`config.mk`:
```
export PLATFORM = sky130hd
export DESIGN_NAME = mic_array_capture
export DESIGN_NICKNAME = d
export VERILOG_FILES = /design/src/rtl/mic_array_pkg.sv /design/src/rtl/mic_frame_fifo.sv /design/src/rtl/mic_array_capture.sv
export SDC_FILE = /design/constraint.sdc
export NUM_CORES = 1
export LEC_CHECK = 0
export ABC_AREA = 1
export ABC_CLOCK_PERIOD_IN_PS = 4540
export CAP_MARGIN = 20
export CELL_PAD_IN_SITES_DETAIL_PLACEMENT = 1
export CELL_PAD_IN_SITES_GLOBAL_PLACEMENT = 1
export CORE_MARGIN = 5
export CORE_UTILIZATION = 53
export CTS_BUF_LIST = sky130_fd_sc_hd__clkbuf_8
export DETAILED_ROUTE_END_ITERATION = 10
export PLACE_DENSITY = 0.9
export SLEW_MARGIN = 40
export SYNTH_ARGS = -nofsm -noshare
export SYNTH_HDL_FRONTEND = slang
export SYNTH_SLANG_ARGS = --single-unit
```
`constraint.sdc`:
```
create_clock -name sys_clk -period 4.54 [get_ports sys_clk]
set_clock_uncertainty 0.05 [all_clocks]
set_input_delay 0.454 -clock sys_clk [delete_from_list [all_inputs] [get_ports sys_clk]]
set_output_delay 0.454 -clock sys_clk [all_outputs]
set_load 0.02 [all_outputs]
```
`src/rtl/mic_array_pkg.sv`:
```
// Shared defaults, slot timing constants and elaboration helpers for the
// microphone array capture block.
package mic_array_pkg;

  localparam int DEF_NUM_LINES  = 2;
  localparam int DEF_STEREO     = 0;
  localparam int DEF_SAMPLE_W   = 24;
  localparam int DEF_OUT_W      = 16;
  localparam int DEF_SCK_DIV    = 30;
  localparam int DEF_FRAME_BITS = 64;
  localparam int DEF_FIFO_DEPTH = 16;

  // Bit positions (within a frame) where each slot's MSB is presented.
  localparam int LEFT_MSB_BIT  = 1;
  localparam int RIGHT_MSB_BIT = DEF_FRAME_BITS / 2 + 1;

  function automatic int right_msb_bit(input int frame_bits);
    return frame_bits / 2 + 1;
  endfunction

  function automatic int clog2(input int value);
    int r;
    r = 0;
    while ((1 << r) < value) r++;
    return r;
  endfunction

endpackage

```
`src/rtl/mic_frame_fifo.sv`:
```
// Single-clock show-ahead frame store; the head word is visible whenever the
// store is non-empty and reads as zero when empty.
module mic_frame_fifo
  import mic_array_pkg::*;
#(
  parameter int WIDTH = 32,
  parameter int DEPTH = 16
) (
  input  logic                  clk,
  input  logic                  rst_n,
  input  logic                  push,
  input  logic                  pop,
  input  logic [WIDTH-1:0]      wr_data,
  output logic [WIDTH-1:0]      rd_data,
  output logic                  empty,
  output logic                  full,
  output logic [clog2(DEPTH):0] count
);

  localparam int AW = clog2(DEPTH);

  logic [WIDTH-1:0] mem_q [DEPTH];
  logic [AW:0]      wr_ptr_q, wr_ptr_d;
  logic [AW:0]      rd_ptr_q, rd_ptr_d;
  logic             do_push, do_pop;

  // One extra pointer bit distinguishes full from empty.
  always_comb begin
    count    = wr_ptr_q - rd_ptr_q;
    empty    = (count == '0);
    full     = (count == (AW+1)'(DEPTH));
    do_pop   = pop & ~empty;
    do_push  = push & (~full | do_pop);
    wr_ptr_d = wr_ptr_q + (AW+1)'(do_push);
    rd_ptr_d = rd_ptr_q + (AW+1)'(do_pop);
    rd_data  = empty ? '0 : mem_q[rd_ptr_q[AW-1:0]];
  end

  always_ff @(posedge clk) begin
    if (!rst_n) begin
      wr_ptr_q <= '0;
      rd_ptr_q <= '0;
    end else begin
      wr_ptr_q <= wr_ptr_d;
      rd_ptr_q <= rd_ptr_d;
    end
  end

  always_ff @(posedge clk) begin
    if (do_push) mem_q[wr_ptr_q[AW-1:0]] <= wr_data;
  end

endmodule

```
`src/rtl/mic_array_capture.sv`:
```
// I2S master for an array of PDM-less digital microphones: generates sck/ws,
// deserialises each line's slots and queues one word per captured frame.
module mic_array_capture
  import mic_array_pkg::*;
#(
  parameter int NUM_LINES  = DEF_NUM_LINES,
  parameter int STEREO     = DEF_STEREO,
  parameter int SAMPLE_W   = DEF_SAMPLE_W,
  parameter int OUT_W      = DEF_OUT_W,
  parameter int SCK_DIV    = DEF_SCK_DIV,
  parameter int FRAME_BITS = DEF_FRAME_BITS,
  parameter int FIFO_DEPTH = DEF_FIFO_DEPTH
) (
  input  logic                                   sys_clk,
  input  logic                                   sys_rst_n,
  input  logic                                   cap_en,
  input  logic                                   ovf_clr,
  input  logic [NUM_LINES-1:0]                   mic_data,
  output logic                                   mic_sck,
  output logic                                   mic_ws,
  output logic [NUM_LINES*(STEREO+1)*OUT_W-1:0]  frame_data,
  output logic                                   frame_valid,
  input  logic                                   frame_ready,
  output logic [clog2(FIFO_DEPTH):0]             fill,
  output logic                                   overflow
);

  localparam int NUM_CH = NUM_LINES * (STEREO + 1);
  localparam int HALF   = SCK_DIV / 2;
  localparam int DW     = clog2(HALF);
  localparam int BW     = clog2(FRAME_BITS);
  localparam int RMSB   = right_msb_bit(FRAME_BITS);

  if (OUT_W > SAMPLE_W || SAMPLE_W > FRAME_BITS/2 - 1 || SCK_DIV < 4 || (SCK_DIV % 2) != 0)
  begin : g_param_err
    $error("mic_array_capture: illegal parameter combination");
  end

  logic [DW-1:0]                 div_cnt_q, div_cnt_d;
  logic [BW-1:0]                 bit_cnt_q, bit_cnt_d;
  logic                          mic_sck_q, mic_sck_d;
  logic                          mic_ws_q, mic_ws_d;
  logic                          cap_q, cap_d;
  logic                          overflow_q, overflow_d;
  logic [NUM_CH-1:0][OUT_W-1:0]  sr_q, sr_d;
  logic                          sck_edge, sck_rise, sck_fall, frame_end;
  logic                          push, pop, drop, fifo_full, fifo_empty;

  always_comb begin
    sck_edge  = (div_cnt_q == DW'(HALF - 1));
    sck_rise  = sck_edge & ~mic_sck_q;
    sck_fall  = sck_edge & mic_sck_q;
    frame_end = sck_fall & (bit_cnt_q == BW'(FRAME_BITS - 1));
    push      = frame_end & cap_q;
    pop       = frame_valid & frame_ready;
    drop      = push & fifo_full & ~pop;

    div_cnt_d = sck_edge ? '0 : div_cnt_q + 1'b1;
    mic_sck_d = mic_sck_q ^ sck_edge;
    bit_cnt_d = bit_cnt_q;
    cap_d     = cap_q;
    if (frame_end) begin
      bit_cnt_d = '0;
      cap_d     = cap_en;
    end else if (sck_fall) begin
      bit_cnt_d = bit_cnt_q + 1'b1;
    end
    mic_ws_d   = (int'(bit_cnt_d) >= FRAME_BITS / 2);
    overflow_d = drop | (overflow_q & ~ovf_clr);

    // Only the top OUT_W bits of each slot are kept, so the window stops early.
    for (int c = 0; c < NUM_CH; c++) begin
      int msb;
      msb     = ((c % (STEREO + 1)) == 1) ? RMSB : LEFT_MSB_BIT;
      sr_d[c] = sr_q[c];
      if (sck_rise && int'(bit_cnt_q) >= msb && int'(bit_cnt_q) < msb + OUT_W)
        sr_d[c] = (sr_q[c] << 1) | OUT_W'(mic_data[c / (STEREO + 1)]);
    end
  end

  always_ff @(posedge sys_clk) begin
    if (!sys_rst_n) begin
      div_cnt_q  <= '0;
      bit_cnt_q  <= '0;
      mic_sck_q  <= 1'b0;
      mic_ws_q   <= 1'b0;
      cap_q      <= 1'b0;
      overflow_q <= 1'b0;
      sr_q       <= '0;
    end else begin
      div_cnt_q  <= div_cnt_d;
      bit_cnt_q  <= bit_cnt_d;
      mic_sck_q  <= mic_sck_d;
      mic_ws_q   <= mic_ws_d;
      cap_q      <= cap_d;
      overflow_q <= overflow_d;
      sr_q       <= sr_d;
    end
  end

  mic_frame_fifo #(
    .WIDTH (NUM_CH * OUT_W),
    .DEPTH (FIFO_DEPTH)
  ) u_fifo (
    .clk     (sys_clk),
    .rst_n   (sys_rst_n),
    .push    (push),
    .pop     (pop),
    .wr_data (sr_q),
    .rd_data (frame_data),
    .empty   (fifo_empty),
    .full    (fifo_full),
    .count   (fill)
  );

  assign frame_valid = ~fifo_empty;
  assign mic_sck     = mic_sck_q;
  assign mic_ws      = mic_ws_q;
  assign overflow    = overflow_q;

endmodule

```
==> Word-level counts from Yosys, hierarchy flattened <==
Memories as Yosys holds them, arrays and structs flattened. A register that Yosys moved wholly into a read port is not among the register bits.
Cells that the tools add are included.
{ "classes": {"addsub": 5, "magnitude_cmp": 3, "n_eq_ne": 3, "muxes": 6, "n_bitwise": 21, "reduce_logical": 4} }
{ "ops": {"columns": ["operator", "n"], "rows": [
  ["32-bit two-way mux", 1],
  ["16-bit by 1-bit bitwise OR with 16-bit output", 2],
  ["6-bit two-way mux", 2],
  ["5-bit by 1-bit adder with 5-bit output", 2],
  ["1-bit bitwise AND", 10],
  ["6-bit by 1-bit adder with 6-bit output, second input constant", 1],
  ["6-bit equality test, second input constant", 1],
  ["6-bit by 1-bit >= comparator with 1-bit output, second input constant", 1],
  ["6-bit >= comparator, second input constant", 1],
  ["6-bit by 5-bit less-than comparator with 1-bit output, second input constant", 1],
  ["1-bit inverter", 6],
  ["5-bit equality test, second input constant", 1],
  ["5-bit zero test", 1],
  ["5-bit subtractor", 1],
  ["4-bit by 1-bit adder with 4-bit output, second input constant", 1],
  ["4-bit equality test, second input constant", 1],
  ["4-bit two-way mux", 1],
  ["1-bit logical AND", 2],
  ["1-bit two-way mux", 2],
  ["1-bit bitwise OR", 2],
  ["2-bit OR reduction", 1],
  ["1-bit bitwise XOR", 1]
]} }
{ "word_totals": {"regBits": 56, "mem_bits_rw": 512, "input_bits": 7, "out_inout_bits": 41, "word_cells": 53, "n_memories": 1} }
{ "memory_table": {"columns": ["memory", "depth", "width", "rd", "rd_clocked_by_memory_dff", "write_ports", "line_no", "rtl"], "rows": [
  ["u_fifo.mem_q", 16, 32, 1, 1, 1, "mic_frame_fifo.sv:22", "logic [WIDTH-1:0] mem_q [DEPTH];"]
]} }

==> Longest topological paths before layout <==
{ "depth": {"word_depth": 9, "mapped_depth": 17, "ltp_nobuf": 16} }

==> Hierarchy <==
From an unflattened synthesis, not the netlist that was laid out.
{ "hier_totals": {"cells_unflattened": 2136, "hier_area_um2": 23563.8} }
{ "by_module_without_submodules": {"columns": ["mod", "instances", "cells_each", "area_each_um2", "seq_area_each_um2"], "rows": [
  ["mic_frame_fifo", 1, 1808, 21386.8, 15574.9],
  ["mic_array_capture", 1, 328, 2177.1, 900.9]
]} }

==> Least setup slack after synthesis <==
No wires, ideal clock.
{ "synth_path": {"path_type": "register to register", "startpoint": "register u_fifo.rd_ptr_q[2]", "endpoint": "memory u_fifo.mem_q[0][0] (enable)", "t_arrival_ps": 3124, "slack_ps": 945, "path_stages_with_launch": 12, "period_less_slack_ps": 3595, "cell_sequence": "dfxtp_1 buf_2 inv_1 buf_2 ha_1 a21oi_2 nand3_1 nand3_4 inv_1 nand2_2 nand3_2 nor2_1"} }
{ "synth_between": {"elab_chain_len": 9} }
{ "synth_lines": {"columns": ["item", "line_no", "rtl"], "rows": [
  ["start, declared", "mic_frame_fifo.sv:24", "logic [AW:0] rd_ptr_q, rd_ptr_d;"],
  ["start signal, assigned", "mic_frame_fifo.sv:45", "rd_ptr_q <= rd_ptr_d;"],
  ["5-bit subtractor (*)", "mic_frame_fifo.sv:29", "count = wr_ptr_q - rd_ptr_q;"],
  ["5-bit zero test", "mic_frame_fifo.sv:30", "empty = (count == '0);"],
  ["1-bit inverter", "mic_frame_fifo.sv:32, mic_array_capture.sv:116", null],
  ["1-bit bitwise AND", "mic_array_capture.sv:55", "pop = frame_valid & frame_ready;"],
  ["1-bit bitwise AND", "mic_frame_fifo.sv:32", "do_pop = pop & ~empty;"],
  ["1-bit bitwise OR (*)", "mic_frame_fifo.sv:33", "do_push = push & (~full | do_pop);"],
  ["1-bit bitwise AND (*)", "mic_frame_fifo.sv:33", null],
  ["1-bit two-way mux (*)", "mic_frame_fifo.sv:50", "if (do_push) mem_q[wr_ptr_q[AW-1:0]] <= wr_data;"],
  ["1-bit two-way mux (implied by the code) (*)", "mic_frame_fifo.sv:50", null],
  ["end, declared", "mic_frame_fifo.sv:22", null]
]} }
Every way passes the cells marked *; elsewhere a longest branch is shown, timed or not.

==> Final worst setup path <==
{ "layout_path": {"startpoint": "register u_fifo.rd_ptr_q[2]", "endpoint": "output port frame_data[4]"} }
{ "layout_between": {"elab_chain_len": 3} }
{ "layout_lines": {"columns": ["item", "line_no", "rtl"], "rows": [
  ["5-bit subtractor", "mic_frame_fifo.sv:29", null],
  ["5-bit zero test", "mic_frame_fifo.sv:30", null],
  ["32-bit two-way mux", "mic_frame_fifo.sv:36", "rd_data = empty ? '0 : mem_q[rd_ptr_q[AW-1:0]];"],
  ["end, declared", "mic_array_capture.sv:21", "output logic [NUM_LINES*(STEREO+1)*OUT_W-1:0] frame_data,"]
]} }
Every way passes these cells.

==> impl_metrics.env <==
export IMPL_cts_resized=0
export IMPL_slew_viol_final=0
export IMPL_core_rowCount=76
export IMPL_async_flop_share_pct=0
export IMPL_cpPeakStageDelay_ps=640
export IMPL_syn_area_sq_um=23100
export IMPL_cts_sinks=568
export IMPL_synth_edf_count=512
export IMPL_finalHoldViolations=0
export IMPL_max_slew_worst_pin_slew_ps=913
export IMPL_crit_chain="inv_1 -> ha_1 -> a21oi_2 -> nand2_1 -> nand2_1 -> nand3_4 -> nor2_8 -> nor2_1 -> clkdlybuf4s50_1"
export IMPL_grt_max_degree=130
export IMPL_fmax_ghz=0.236
export IMPL_synth_area_top_cells="edfxtp_1 67%, nand2_1 11%, nand3_1 8.6%"
export IMPL_final_cell_mix="671 x nand2_1, 512 x edfxtp_1, 395 x nand3_1"
export IMPL_crit_arrival_ps=3730
export IMPL_hold_buffers=0
export IMPL_setup_ws_ps=309
export IMPL_startpoint_type="flip-flop"
export IMPL_critPathCaptureType="output pin"
export IMPL_gp_congestion=0.787
export IMPL_crit_family="simple AND/OR/NAND/NOR gates"
export IMPL_grt_pass1_wl_um=102000
export IMPL_power_density_nw_per_um2=476
export IMPL_crit_buf_inv=2
export IMPL_ys_warn_count=0
export IMPL_syn_inst=2010
export IMPL_start_util_pct=53.6
export IMPL_track_usage_pct=28.2
export IMPL_cp_max_fo=34
export IMPL_drtIter0Drc=1822
export IMPL_netlist_top_cell_by_area="edfxtp_1"
export IMPL_total_leakage_power_nw=9.78
export IMPL_postCtsSetupRepairBufs=0
export IMPL_fin_setup_tns_ps=0
export IMPL_synth_fp_nets=2033
export IMPL_n_antenna_cell=0
export IMPL_chipHeight_um=219
export IMPL_path_class="flip-flop to output pin"
export IMPL_vias_per_cell=5.98
export IMPL_firstDrtPassIters=5
export IMPL_dr_total_vias=16281
export IMPL_drc=0
export IMPL_reg2reg_setup_slack_ps=1130
export IMPL_routedWlPerCell_um=24.9
export IMPL_cts_tree="done"
export IMPL_io_pins=48
export IMPL_n_fill_cell=4442
export IMPL_max_slew_margin_pct=39.1
export IMPL_cts_root_buf="clkbuf_8"
export IMPL_required_ps=4040
export IMPL_cpMaxStageDelayCell="dfxtp_2"
export IMPL_min_period_ps=4230
export IMPL_dpl_worst_slack_ps=970
export IMPL_syn2layout_area_growth_pct=11.4
export IMPL_die_w_um=219
export IMPL_clkTransAtPathRegs_ps=60
export IMPL_synth_seq_area_share_pct=71.4
export IMPL_setup_viol=0
export IMPL_rsz0062_at_grt="no"
export IMPL_worst_hold_slack_ps=274
export IMPL_port_buffers=47
export IMPL_drive_above_1_share_pct=9.04
export IMPL_power_w=0.0123
export IMPL_core_sq_um=43100
export IMPL_outcome="finished, final reports clean"
export IMPL_drtAntennaViolNets=0
export IMPL_post_route_period_util_pct=93.2
export IMPL_cts_buffers=87
export IMPL_final_util_pct=59.8
export IMPL_vdd_drop_max_mv=0.684
export IMPL_ys_flop_type="edfxtp_1"
export IMPL_die_area_sq_um=47900
export IMPL_nets=2088
export IMPL_synth_top_area_share_pct=66.5
export IMPL_grt_overflow=0
export IMPL_clkLatencyLatePin_ps=650
export IMPL_synth_ff_latch_count=568
export IMPL_hold_path_class="input port to flip-flop"
export IMPL_antenna_found_initial=0
export IMPL_hpwl_um=34400
export IMPL_clockBufferDepth=3
export IMPL_grt_pass1_vias=17460
export IMPL_ys_types=37
export IMPL_wl_um=67800
export IMPL_crit_top_cell="nand2_1"
export IMPL_max_cap_violations=0
export IMPL_synth_area_per_cell_sq_um=11.5
export IMPL_htreeDepth=3
export IMPL_layout_commonest_cell="nand2_1"
==> worst reg2reg max path: stages (launching register included) <==
cell and delay, ps:
dfxtp_2 640, inv_1 130, ha_1 400, a21oi_2 190, nand2_1 80, nand2_1 140
nand3_4 120, nor2_8 620, nor2_1 110, ha_1 250, ha_1 220, nand2_1 100
o21ai_0 100, a21oi_1 150
==> layer usage <==
metal | GRT usage [%] | up-vias | part of all wire [%]
met3 | 4.51 | 195 | 8.1
met2 | 49.4 | 848 | 52
met1 | 35.4 | 8181 | 37
met5 | 0 | - | 0
met4 | 11.3 | 0 | 3.5
li1 | - | 7057 | -
==> registers in the layout, indices dropped and copies added, names as in the netlist <==
| signal | count |
|---|---|
| bit_cnt_q | 6 |
| u_fifo.rd_ptr_q | 5 |
| mic_sck | 1 |
| overflow | 1 |
| mic_ws | 1 |
| div_cnt_q | 4 |
| sr_q | 32 |
| u_fifo.mem_q | 512 |
| cap_q | 1 |
| u_fifo.wr_ptr_q | 5 |
==> synth_stat cells (5+ instances only) <==
cell type,instances
nand2_1,671
edfxtp_1,512
nand3_1,395
inv_1,68
nor2_1,59
dfxtp_1,56
buf_2,54
a21oi_1,40
o21ai_0,37
buf_6,19
clkbuf_1,19
buf_4,16
ha_1,15
nor2_2,11
nand3_2,5
==> final timing paths <==
kind,startpoint,endpoint,cells past startpoint
worst min-delay path,sys_rst_n,u_fifo.wr_ptr_q[0],3
worst max-delay path,u_fifo.rd_ptr_q[2],frame_data[4],9
worst min register to register,div_cnt_q[0],div_cnt_q[0],1
worst max register to register,u_fifo.rd_ptr_q[2],u_fifo.rd_ptr_q[4],13
==> through the flow <==
stage / instance area, sq um / cells
floorplan: 23100 / 2010
global placement: 24100 / 2561
detailed placement: 24100 / 2561
CTS: 25700 / 2721
global route: 25700 / 2721
finish: 25700 / 2721
==> layout make-up <==
cell class                      instances  area, sq um  share of cell area (%)
Clock buffer                           96         1320                    5.13
Clock inverter                         64          342                    1.33
Inverter                               72          278                    1.08
Multi-Input combinational cell       1256         5760                    22.4
Sequential cell                       568        16500                    64.1
Tap cell                              585          732                    2.84
Timing Repair Buffer                   80          807                    3.13
==> kinds of logic (layout without fill, tap and decap cells) <==
| logic type | after synthesis | count (layout) | share of synthesized area (%) |
|---|---|---|---|
| flip-flops | 568 | 568 | 71.4 |
| XOR/XNOR | 6 | 6 | 0.227 |
| adder cells (fa/ha/maj) | 16 | 16 | 0.899 |
| buffers and inverters | 186 | 312 | 4.26 |
| AND/OR/NAND/NOR | 1155 | 1155 | 21.5 |
| AO/OA/AOI/OAI | 79 | 79 | 1.74 |
==> power by group <==
part           internal, W  switching [W]  total (W)
combinational     0.000748        0.00174    0.00249
sequential         0.00562      0.0000540    0.00568
clock              0.00211        0.00198    0.00409
total              0.00848        0.00378     0.0123
No activity file was read; power rests on OpenSTA's default activity.
